<file path="config.mk">
export PLATFORM = sky130hd
export DESIGN_NAME = cfg_bank_flat
export DESIGN_NICKNAME = d
export VERILOG_FILES = /design/src/rtl/cfg_bank_pkg.sv /design/src/rtl/cfg_bank_if.sv /design/src/rtl/cfg_bank_vol_ramp.sv /design/src/rtl/cfg_bank.sv /design/src/flat_wrapper.sv
export SDC_FILE = /design/constraint.sdc
export NUM_CORES = 1
export LEC_CHECK = 0
export CAP_MARGIN = 5
export CORE_MARGIN = 5
export CORE_UTILIZATION = 55
export CTS_CLUSTER_SIZE = 28
export DETAILED_ROUTE_END_ITERATION = 8
export GPL_ROUTABILITY_DRIVEN = 0
export PLACE_DENSITY_LB_ADDON = 0.08
export SLEW_MARGIN = 30
export SYNTH_ARGS = -nofsm -noshare
export SYNTH_HDL_FRONTEND = slang
export SYNTH_SLANG_ARGS = --single-unit
</file>
<file path="constraint.sdc">
create_clock -name clk -period 4.07 [get_ports clk]
set_input_delay 0.814 -clock clk [delete_from_list [all_inputs] [get_ports clk]]
set_output_delay 0.814 -clock clk [all_outputs]
set_load 0.1 [all_outputs]
</file>
<file path="src/rtl/cfg_bank_pkg.sv">
// cfg_bank_pkg: shared constants for the configuration register bank.
// Imported by the bank RTL, the PI address map and the firmware header
// generator, so everything firmware-visible lives here:
//   CFG_UNLOCK_KEY          value written to A_LOCK that opens protected bits
//   CMT_APPLY / CMT_DISCARD bit positions in a commit write
//   ST_*                    bit layout of the status byte read at A_CMT
//   a_lock() / a_cmt()      reserved addresses for a given register count
package cfg_bank_pkg;

    localparam logic [7:0] CFG_UNLOCK_KEY = 8'hA5;

    localparam int CMT_APPLY   = 0;
    localparam int CMT_DISCARD = 1;

    localparam int ST_PEND     = 0;
    localparam int ST_UNLOCKED = 1;
    localparam int ST_BUSY     = 2;

    typedef enum logic [1:0] {
        ACC_DATA = 2'd0,
        ACC_LOCK = 2'd1,
        ACC_CMT  = 2'd2
    } acc_kind_t;

    function automatic int a_lock(input int reg_num);
        return reg_num - 2;
    endfunction

    function automatic int a_cmt(input int reg_num);
        return reg_num - 1;
    endfunction

    function automatic logic [7:0] status_byte(input logic pend,
                                               input logic unlocked,
                                               input logic busy);
        logic [7:0] s;
        s              = 8'h00;
        s[ST_PEND]     = pend;
        s[ST_UNLOCKED] = unlocked;
        s[ST_BUSY]     = busy;
        return s;
    endfunction

endpackage

</file>
<file path="src/rtl/cfg_bank_if.sv">
// cfg_bank_if: the subset of the PI bus seen by the configuration bank.
//   we_sync  write strobe, already synchronised to clk
//   addr     register address (AW bits)
//   dato     write data
// master drives the bus, slave (the bank) only observes it.
interface cfg_bank_if #(
    parameter int AW = 4
);
    logic          we_sync;
    logic [AW-1:0] addr;
    logic [7:0]    dato;

    modport master (output we_sync, output addr, output dato);
    modport slave  (input  we_sync, input  addr, input  dato);
endinterface

</file>
<file path="src/rtl/cfg_bank_vol_ramp.sv">
// vol_ramp: one volume glide channel.
// On every tick the output moves one unit toward the target and holds once
// equal, so it can never overshoot or wrap.
//   clk, rst   system clock, synchronous active-high reset
//   tick_i     step enable from the shared divider in cfg_bank
//   target_i   live target register
//   rst_val_i  value loaded on reset
//   vol_o      current ramped volume
//   busy_o     vol_o differs from target_i
module vol_ramp (
    input  logic       clk,
    input  logic       rst,
    input  logic       tick_i,
    input  logic [7:0] target_i,
    input  logic [7:0] rst_val_i,
    output logic [7:0] vol_o,
    output logic       busy_o
);

    logic [7:0] vol_q;
    logic [7:0] vol_d;

    always_comb begin
        vol_d = vol_q;
        if (tick_i) begin
            if (vol_q < target_i) begin
                vol_d = vol_q + 8'd1;
            end else if (vol_q > target_i) begin
                vol_d = vol_q - 8'd1;
            end
        end
    end

    always_ff @(posedge clk) begin
        if (rst) begin
            vol_q <= rst_val_i;
        end else begin
            vol_q <= vol_d;
        end
    end

    assign vol_o  = vol_q;
    assign busy_o = (vol_q != target_i);

endmodule

</file>
<file path="src/rtl/cfg_bank.sv">
// cfg_bank: configuration register bank with shadow/live sets, unlock key
// for protected bits, and per-channel volume glides.
//   clk, rst      system clock, synchronous active-high reset
//   pi            PI bus slave view (we_sync, addr, dato)
//   ce_i          bank chip-select
//   cfg_o         live registers (A_LOCK / A_CMT read as 0)
//   vol_o         ramped volume per channel, target is cfg_o[1+c]
//   rd_dat_o      registered readback of pi.addr
//   pend_o        shadow holds uncommitted writes
//   ramp_busy_o   some channel has not reached its target
module cfg_bank
    import cfg_bank_pkg::*;
#(
    parameter int REG_NUM  = 16,
    parameter int CH_NUM   = 2,
    parameter int RAMP_DIV = 256,
    parameter logic [REG_NUM*8-1:0] RST_VAL =
        {{(REG_NUM - 1 - CH_NUM){8'h00}}, {CH_NUM{8'hFF}}, 8'h00},
    parameter logic [REG_NUM*8-1:0] PROT_MASK =
        {{(REG_NUM*8 - 8){1'b0}}, 8'h20}
) (
    input  logic                         clk,
    input  logic                         rst,
    cfg_bank_if.slave                    pi,
    input  logic                         ce_i,
    output logic [REG_NUM-1:0][7:0]      cfg_o,
    output logic [CH_NUM-1:0][7:0]       vol_o,
    output logic [7:0]                   rd_dat_o,
    output logic                         pend_o,
    output logic                         ramp_busy_o
);

    localparam int AW       = $clog2(REG_NUM);
    localparam int DATA_NUM = REG_NUM - 2;
    localparam int A_LOCK   = a_lock(REG_NUM);
    localparam int A_CMT    = a_cmt(REG_NUM);

    localparam logic [REG_NUM-1:0][7:0] RST_A  = RST_VAL;
    localparam logic [REG_NUM-1:0][7:0] PROT_A = PROT_MASK;

    // Only data registers are stored; the two reserved slots are constant 0.
    logic [DATA_NUM-1:0][7:0] shadow_q, shadow_d;
    logic [DATA_NUM-1:0][7:0] live_q,   live_d;
    logic                     pend_q,     pend_d;
    logic                     unlocked_q, unlocked_d;
    logic [7:0]               rd_dat_q,   rd_dat_d;

    logic                     wr;
    acc_kind_t                acc;
    logic [CH_NUM-1:0]        ch_busy;

    assign wr = pi.we_sync & ce_i;

    always_comb begin
        acc = ACC_DATA;
        if (pi.addr == AW'(A_CMT)) begin
            acc = ACC_CMT;
        end else if (pi.addr == AW'(A_LOCK)) begin
            acc = ACC_LOCK;
        end
    end

    always_comb begin
        shadow_d   = shadow_q;
        live_d     = live_q;
        pend_d     = pend_q;
        unlocked_d = unlocked_q;
        if (wr) begin
            case (acc)
                ACC_CMT: begin
                    if (pi.dato[CMT_APPLY]) begin
                        live_d     = shadow_q;
                        pend_d     = 1'b0;
                        unlocked_d = 1'b0;
                    end else if (pi.dato[CMT_DISCARD]) begin
                        shadow_d = live_q;
                        pend_d   = 1'b0;
                    end
                end
                ACC_LOCK: begin
                    unlocked_d = (pi.dato == CFG_UNLOCK_KEY);
                end
                default: begin
                    if (unlocked_q) begin
                        shadow_d[pi.addr] = pi.dato;
                    end else begin
                        // Protected bits keep their shadow value while locked.
                        shadow_d[pi.addr] = (pi.dato & ~PROT_A[pi.addr])
                                          | (shadow_q[pi.addr] & PROT_A[pi.addr]);
                    end
                    pend_d = 1'b1;
                end
            endcase
        end
    end

    always_comb begin
        if (pi.addr == AW'(A_CMT)) begin
            rd_dat_d = status_byte(pend_q, unlocked_q, ramp_busy_o);
        end else begin
            rd_dat_d = cfg_o[pi.addr];
        end
    end

    always_ff @(posedge clk) begin
        if (rst) begin
            shadow_q   <= RST_A[DATA_NUM-1:0];
            live_q     <= RST_A[DATA_NUM-1:0];
            pend_q     <= 1'b0;
            unlocked_q <= 1'b0;
            rd_dat_q   <= 8'h00;
        end else begin
            shadow_q   <= shadow_d;
            live_q     <= live_d;
            pend_q     <= pend_d;
            unlocked_q <= unlocked_d;
            rd_dat_q   <= rd_dat_d;
        end
    end

    assign cfg_o    = {16'h0000, live_q};
    assign rd_dat_o = rd_dat_q;
    assign pend_o   = pend_q;

    generate
        if (RAMP_DIV > 0) begin : g_ramp
            localparam int DW = (RAMP_DIV > 1) ? $clog2(RAMP_DIV) : 1;
            localparam logic [DW-1:0] DIV_LAST = DW'(RAMP_DIV - 1);

            logic [DW-1:0] div_q;
            logic          tick;

            assign tick = (div_q == DIV_LAST);

            always_ff @(posedge clk) begin
                if (rst) begin
                    div_q <= '0;
                end else if (tick) begin
                    div_q <= '0;
                end else begin
                    div_q <= div_q + DW'(1);
                end
            end

            // Targets come from the registered live set, so a tick on the
            // commit edge still steps toward the previous target.
            for (genvar c = 0; c < CH_NUM; c++) begin : g_ch
                vol_ramp u_vol_ramp (
                    .clk       (clk),
                    .rst       (rst),
                    .tick_i    (tick),
                    .target_i  (cfg_o[1+c]),
                    .rst_val_i (RST_A[1+c]),
                    .vol_o     (vol_o[c]),
                    .busy_o    (ch_busy[c])
                );
            end
        end else begin : g_bypass
            for (genvar c = 0; c < CH_NUM; c++) begin : g_ch
                assign vol_o[c]   = cfg_o[1+c];
                assign ch_busy[c] = 1'b0;
            end
        end
    endgenerate

    assign ramp_busy_o = |ch_busy;

endmodule

</file>
<file path="src/flat_wrapper.sv">
// flat-port wrapper written by rule: the top's interface ports become plain ports
module cfg_bank_flat import cfg_bank_pkg::*;
#(
    parameter int REG_NUM  = 16,
    parameter int CH_NUM   = 2,
    parameter int RAMP_DIV = 256,
    parameter logic [REG_NUM*8-1:0] RST_VAL =
        {{(REG_NUM - 1 - CH_NUM){8'h00}}, {CH_NUM{8'hFF}}, 8'h00},
    parameter logic [REG_NUM*8-1:0] PROT_MASK =
        {{(REG_NUM*8 - 8){1'b0}}, 8'h20}
)
  (clk, rst, ce_i, cfg_o, vol_o, rd_dat_o, pend_o, ramp_busy_o, pi_we_sync, pi_addr, pi_dato);
  cfg_bank_if #(.AW((4))) pi_i ();
  input  logic clk;
  input  logic rst;
  input  logic ce_i;
  output logic [REG_NUM-1:0][7:0] cfg_o;
  output logic [CH_NUM-1:0][7:0] vol_o;
  output logic [7:0] rd_dat_o;
  output logic pend_o;
  output logic ramp_busy_o;
  input wire logic [$bits(pi_i.we_sync)-1:0] pi_we_sync;
  input wire logic [$bits(pi_i.addr)-1:0] pi_addr;
  input wire logic [$bits(pi_i.dato)-1:0] pi_dato;
  assign pi_i.we_sync = pi_we_sync;
  assign pi_i.addr = pi_addr;
  assign pi_i.dato = pi_dato;
  cfg_bank #(.REG_NUM(REG_NUM), .CH_NUM(CH_NUM), .RAMP_DIV(RAMP_DIV), .RST_VAL(RST_VAL), .PROT_MASK(PROT_MASK)) u_core (.clk(clk), .rst(rst), .pi(pi_i), .ce_i(ce_i), .cfg_o(cfg_o), .vol_o(vol_o), .rd_dat_o(rd_dat_o), .pend_o(pend_o), .ramp_busy_o(ramp_busy_o));
endmodule
</file>
# After elaboration in Yosys (flattened, before gate mapping)
# Memory sizes are Yosys's and may differ from the RTL's.
# Index checks and enable logic that the tools add are counted.
[word_totals] regBits=258 mem_bits_ro=128 in_bits=16 out_inout_bits=154 elab_cells=103 mem_count=1
[mem_list] memory="(no name shown)" words=16 width=8 read_ports=1 rd_clocked_by_memory_dff=0 write_ports=0 line="cfg_bank.sv:88" rtl="shadow_d[pi.addr] = (pi.dato & ~PROT_A[pi.addr])"
[op_classes] add_sub_neg=5 magnitude_cmp=6 eq_ne=12 n_mux=25 bitwise=6 n_reduce_logical=13
[op_table] operator="$mux 112" count=3
[op_table] operator="$bwmux 112" count=2
[op_table] operator="$pmux 112 s2" count=1
[op_table] operator="$bmux 8 s4" count=2
[op_table] operator="$mux 8" count=8
[op_table] operator="$demux 8 s4" count=1
[op_table] operator="$add 8x1->8 const B" count=3
[op_table] operator="$and 8x8->8" count=2
[op_table] operator="$eq 8x8->1 const B" count=2
[op_table] operator="$gt 8x8->1" count=2
[op_table] operator="$lt 8x8->1" count=2
[op_table] operator="$ne 8x8->1" count=2
[op_table] operator="$sub 8x1->8 const B" count=2
[op_table] operator="$reduce_and 3->1" count=3
[op_table] operator="$eq 4x4->1 const B" count=2
[op_table] operator="$not 8->8" count=1
[op_table] operator="$or 8x8->8" count=1
[op_table] operator="$ne 2x2->1 const B" count=3
[op_table] operator="$reduce_bool 2->1" count=3
[op_table] operator="$reduce_or 2->1" count=3
[op_table] operator="$lt 4x5->1 const B" count=1
[op_table] operator="$ge 4x1->1 const B" count=1
[op_table] operator="$mux 1" count=4
[op_table] operator="$pmux 1 s2" count=2
[op_table] operator="other kinds (10)" count=11

# Depth between registers and ports, before layout
[logic_depth] depth_word=8 mapped_depth=13 mapped_depth_nobuf=13

# Modules after synthesis
# A second synthesis with hierarchy kept.
[hier_totals] hier_cells=1450 hier_area_um2=12441.9
[by_module_without_submodules] module="cfg_bank" instances=1 cells_per_inst=1278 area_each_um2=10857.9 seq_area_each_um2=4844.6
[by_module_without_submodules] module="vol_ramp" instances=2 cells_per_inst=86 area_each_um2=792.0 seq_area_each_um2=240.2

# Least setup slack after synthesis
# OpenSTA, ideal clock, no wires.
[synth_timing] kind="register to register" start="register u_core.live_q, in the netlist u_core.cfg_o[11]" end="register u_core.g_ramp.g_ch[0].u_vol_ramp.vol_q[7]" setup_time_ns=0.066 arrival_time_ns=3.695 required_ns=4.004 slack_ns=0.309 stages_incl_launch_ff=14 n_path_buf=0 period_less_slack_ns=3.761 path_cell_list="dfxtp_1 > inv_1 > ha_1 > a21oi_1 > a31oi_1 > a211oi_1 > inv_1 > ha_1 > a21oi_1 > o211ai_1 > o41a_1 > xor2_1 > or3_1 > nand3_1"
[synth_between] elab_chain_len=3 elab_cells_between_ends=5 cone_classes="order compare: 2; mux: 1; reduce/logical: 2"
[synth_lines] item="start, declared" line="cfg_bank.sv:43" rtl="logic [DATA_NUM-1:0][7:0] live_q, live_d;"
[synth_lines] item="start signal, assigned" line="cfg_bank.sv:108" rtl="live_q <= RST_A[DATA_NUM-1:0];"
[synth_lines] item="start signal, assigned" line="cfg_bank.sv:114" rtl="live_q <= live_d;"
[synth_lines] item="$lt 8x8->1 / $gt 8x8->1 (equally long branches)" line="cfg_bank_vol_ramp.sv:26, cfg_bank_vol_ramp.sv:28"
[synth_lines] item="$reduce_bool 2->1 (no source line)"
[synth_lines] item="$reduce_and 2->1 (no source line)"
[synth_lines] item="end signal, assigned" line="cfg_bank_vol_ramp.sv:36" rtl="vol_q <= rst_val_i;"
[synth_lines] item="end signal, assigned" line="cfg_bank_vol_ramp.sv:38" rtl="vol_q <= vol_d;"
[synth_lines] item="end, declared" line="cfg_bank_vol_ramp.sv:20" rtl="logic [7:0] vol_q;"
# Several ways; a longest one is shown, not always the timed one.
# A chain may end at the register's enable or synchronous reset.

# Final worst setup path
# Ends and elaborated chain as after synthesis.

==> reports/metrics.csv <==
stage;metric;value;unit
final_layout;# diodes;0;
floorplan;Ports;170;
hold_path;Worst Hold End;u_core.cfg_o[65]$_SDFFE_PP0P_;
pwr;Int Pwr;4.11;mW
hold_path;Hold Path Class;reg2reg;
final_layout;# nets final;1534;
route;# DRC;0;
place;DPL Wire Length;23.9;mm
route;routed via count;10823;
sta;Slew @ Worst Pin;1.02;ns
sta;Setup TNS;0;ns
logic_synthesis;Area contributors post-synth;dfxtp_1 (43%), nand2_1 (8.6%), a21oi_1 (7.5%);
global_routing;busiest grt layer;met2;
sta;worst relative slew slack;31.8;%
sta;Tmin final;3.64;ns
logic_synthesis;Mapped Area;11900;um^2
final_layout;Util after Layout;67.9;%
floorplan;row count;53;
sta;Setup Viol. Count Final;0;
logic_synthesis;Synth top area share;43.4;%
job;max-cap violation count;0;
place;Port Buffers;153;
hold_path;Hold Path Cell Cnt;2;
pwr;Clk pwr share;44.1;%
global_routing;grt met1 use;39.9;%
sta;clock skew;0.0114;ns
route;ANT nets after route;0;
global_routing;largest net degree at the start of global routing;127;
sta;PnR worst setup slack;0.429;ns
setup_path;flop2flop setup slack;0.43;ns
route;Vias/cell;6.07;
sta;Max Fclk;0.275;GHz
final_layout;fillcell total;1812;
setup_path;Worst Setup End Kind;flop;
logic_synthesis;syn_area_per_cell;8.61;um^2
pwr;Sw Ratio;25.3;%
logic_synthesis;async set-or-reset flop fraction in the synthesized netlist;0;%
pwr;Seq pwr share;46.9;%
setup_path;Worst R2R End;u_core.g_ramp.g_ch[0].u_vol_ramp.vol_o[7]$_SDFFE_PP1P_;
global_routing;met3 global-route usage;5.50;%
logic_synthesis;Seq/Total Area, Yosys;43.4;%
pwr;P_sw;1.39;mW
setup_path;critical path data required time;4.54;ns
pwr;Worst VDD drop;0.362;mV
logic_synthesis;Post-Syn Instances;1381;
route;DRT Pass-1 Iters;5;
cts;CTS tree;built;
logic_synthesis;post-synth top area cell;dfxtp_1;
route;Post-Route WL;35.5;mm
setup_path;critical path arrival;4.11;ns
floorplan;chip width;157;um
cts;clk_lat worst skew;0.54;ns
logic_synthesis;most common library cells after synthesis;nand2_1 (272), dfxtp_1 (258), a21oi_1 (179);
final_layout;layout cells sized above 1;9.09;%
pwr;Combinational Power Share;9.0;%
cts;CTS buffer count;28;
cts;H-tree level count;1;
sta;RSZ-0062 raised after global routing;false;
setup_path;crit start category;flop;
sta;fin crit share;89.5;%
setup_path;RR Startpoint;u_core.cfg_o[11]$_SDFFE_PP1P_;
hold_path;hold path startpoint;u_core.shadow_q[65]$_SDFFE_PP0P_;
setup_path;Max FO, Critical Path;7;
floorplan;Initial Util;56.2;%
floorplan;core box area;21200;um^2
logic_synthesis;most frequent cell after synthesis;nand2_1;
sta;final hold vios;0;
sta;final hold slack;0.448;ns
route;DR WL/cell;19.9;um
cts;clock sink count;258;
cts;Reg clk slew, reported paths;0.06;ns
cts;Post-CTS Setup Bufs;0;
global_routing;GRT Total Usage;28.1;%
global_routing;number of global-route vias before repair;9882;
cts;Max Root-Sink Buffers;3;
logic_synthesis;Yosys warnings;0;
pwr;Power, Total;5.49;mW
global_routing;initial antenna violation count;0;
status;status;complete, no violations;
pwr;leakage power;5.05;nW
global_routing;first-pass GRT wire length;55.7;mm
global_routing;M2 GR Usage;43.6;%
cts;# hold bufs at CTS;0;
logic_synthesis;EDFF count, synth;0;
final_layout;Area Growth Syn to Fin;20.9;%
route;initial DRC count;1192;
logic_synthesis;Primary FF master, synth;dfxtp_1;
logic_synthesis;Yosys cell types;57;
global_routing;gr ovfl total;0;
cts;post-cts sizing count;0;
setup_path;Worst Reg-to-Reg Cells;13;
setup_path;Crit Path Class;reg2reg;
place;Place WS;0.500;ns
pwr;Power Dens Cells;382;nW/um^2
sta;max-slew violations;0;
cts;clk root buf;clkbuf_16;
floorplan;DIE HEIGHT;157;um
floorplan;Die ar.;24700;um^2
logic_synthesis;#FFs+latches synth;258;
## logic make-up after synthesis
| kind of cell | share of synthesized area (%) |
|---|---|
| adder cells (fa/ha/maj) | 3.49 |
| AO/OA/AOI/OAI | 21.3 |
| multiplexers | 7.02 |
| AND/OR/NAND/NOR | 17.1 |
| other | 0.0315 |
| flip-flops | 43.4 |
| buffers and inverters | 5.92 |
| XOR/XNOR | 1.62 |
## state kept, by name, summed over array words and instances (netlist names)
signal and cells:
u_core.cfg_o 112, u_core.shadow_q 112, u_core.g_ramp.g_ch.u_vol_ramp.vol_o 16, u_core.g_ramp.div_q 8
u_core.rd_dat_o 8, u_core.pend_o 1, u_core.unlocked_q 1
## worst max-delay path by stage
stage / cells past startpoint / start / to
3_3_place_gp: 13 / u_core.cfg_o[11]$_SDFFE_PP1P_ / u_core.g_ramp.g_ch[0].u_vol_ramp.vol_o[7]$_SDFFE_PP1P_
4_1_cts: 13 / u_core.cfg_o[11]$_SDFFE_PP1P_ / u_core.g_ramp.g_ch[0].u_vol_ramp.vol_o[7]$_SDFFE_PP1P_
2_1_floorplan: 13 / u_core.cfg_o[11]$_SDFFE_PP1P_ / u_core.g_ramp.g_ch[0].u_vol_ramp.vol_o[7]$_SDFFE_PP1P_
6_report: 13 / u_core.cfg_o[11]$_SDFFE_PP1P_ / u_core.g_ramp.g_ch[0].u_vol_ramp.vol_o[7]$_SDFFE_PP1P_
5_1_grt: 13 / u_core.cfg_o[11]$_SDFFE_PP1P_ / u_core.g_ramp.g_ch[0].u_vol_ramp.vol_o[7]$_SDFFE_PP1P_
3_5_place_dp: 13 / u_core.cfg_o[11]$_SDFFE_PP1P_ / u_core.g_ramp.g_ch[0].u_vol_ramp.vol_o[7]$_SDFFE_PP1P_
## critical path: stages (launching register included)
cell and delay [ns]:
dfxtp_1 0.40, inv_1 0.09, ha_1 0.35, a21oi_1 0.17, a31oi_1 0.10, a211oi_1 0.56, inv_1 0.32, ha_1 0.35
a21oi_1 0.20, o211ai_1 0.15, o41a_1 0.35, xor2_1 0.15, or3_1 0.33, nand3_1 0.08
## metal layers
| metal | share of wire (%) | vias to the layer above |
|---|---|---|
| met2 | 45 | 507 |
| li1 | - | 5071 |
| met1 | 43 | 5178 |
| met5 | 0 | - |
| met4 | 3.1 | 0 |
| met3 | 9.2 | 67 |
## cell usage in the layout (no fill, tap or decap), types with 3 or more instances in the layout
cell,count
nor2b_1,6
nor2_4,9
mux4_2,29
clkbuf_8,6
clkinv_4,3
or3_1,5
o211a_1,4
o21ai_0,13
a21o_1,3
nand2_1,272
dfxtp_1,258
o221ai_1,4
xnor2_1,11
clkbuf_16,29
conb_1,16
a211oi_1,91
a311oi_1,5
mux2i_1,17
clkdlybuf4s50_1,149
and2_1,4
a31oi_1,3
clkbuf_1,7
inv_1,25
nand3_1,21
ha_1,30
a21oi_1,179
a22oi_1,42
o21ai_1,3
xor2_1,11
o21bai_1,3
buf_4,29
nor3_1,7
nor2_1,123
a221oi_1,6
o211ai_1,34
clkinv_2,6
nor2b_2,5
## metrics by stage
stage               std cells  area (um^2)
global route             1782        14400
floorplan                1396        11900
CTS                      1782        14400
detailed placement       1731        13500
global placement         1731        13500
finish                   1782        14400
## cell type report
type / instances / area [um^2] / share of cell area, %
clock buffer: 42 / 835 / 5.81
clock inverter: 9 / 56.3 / 0.392
inverter: 26 / 97.6 / 0.679
multi-input combinational: 989 / 6100 / 42.5
sequential: 258 / 5160 / 35.9
tap: 275 / 344 / 2.39
timing repair buffer: 183 / 1770 / 12.3
## power by group through the flow
stage          registers, mW  clock network, mW  logic, mW
3_5_place_dp            2.63                  0      0.486
5_1_grt                 2.58               2.57      0.526
4_1_cts                 2.57               2.46      0.488
6_report                2.58               2.43      0.493
3_3_place_gp            2.63                  0      0.482
2_1_floorplan           2.66                  0      0.340
Power figures use the tool's default switching activity.
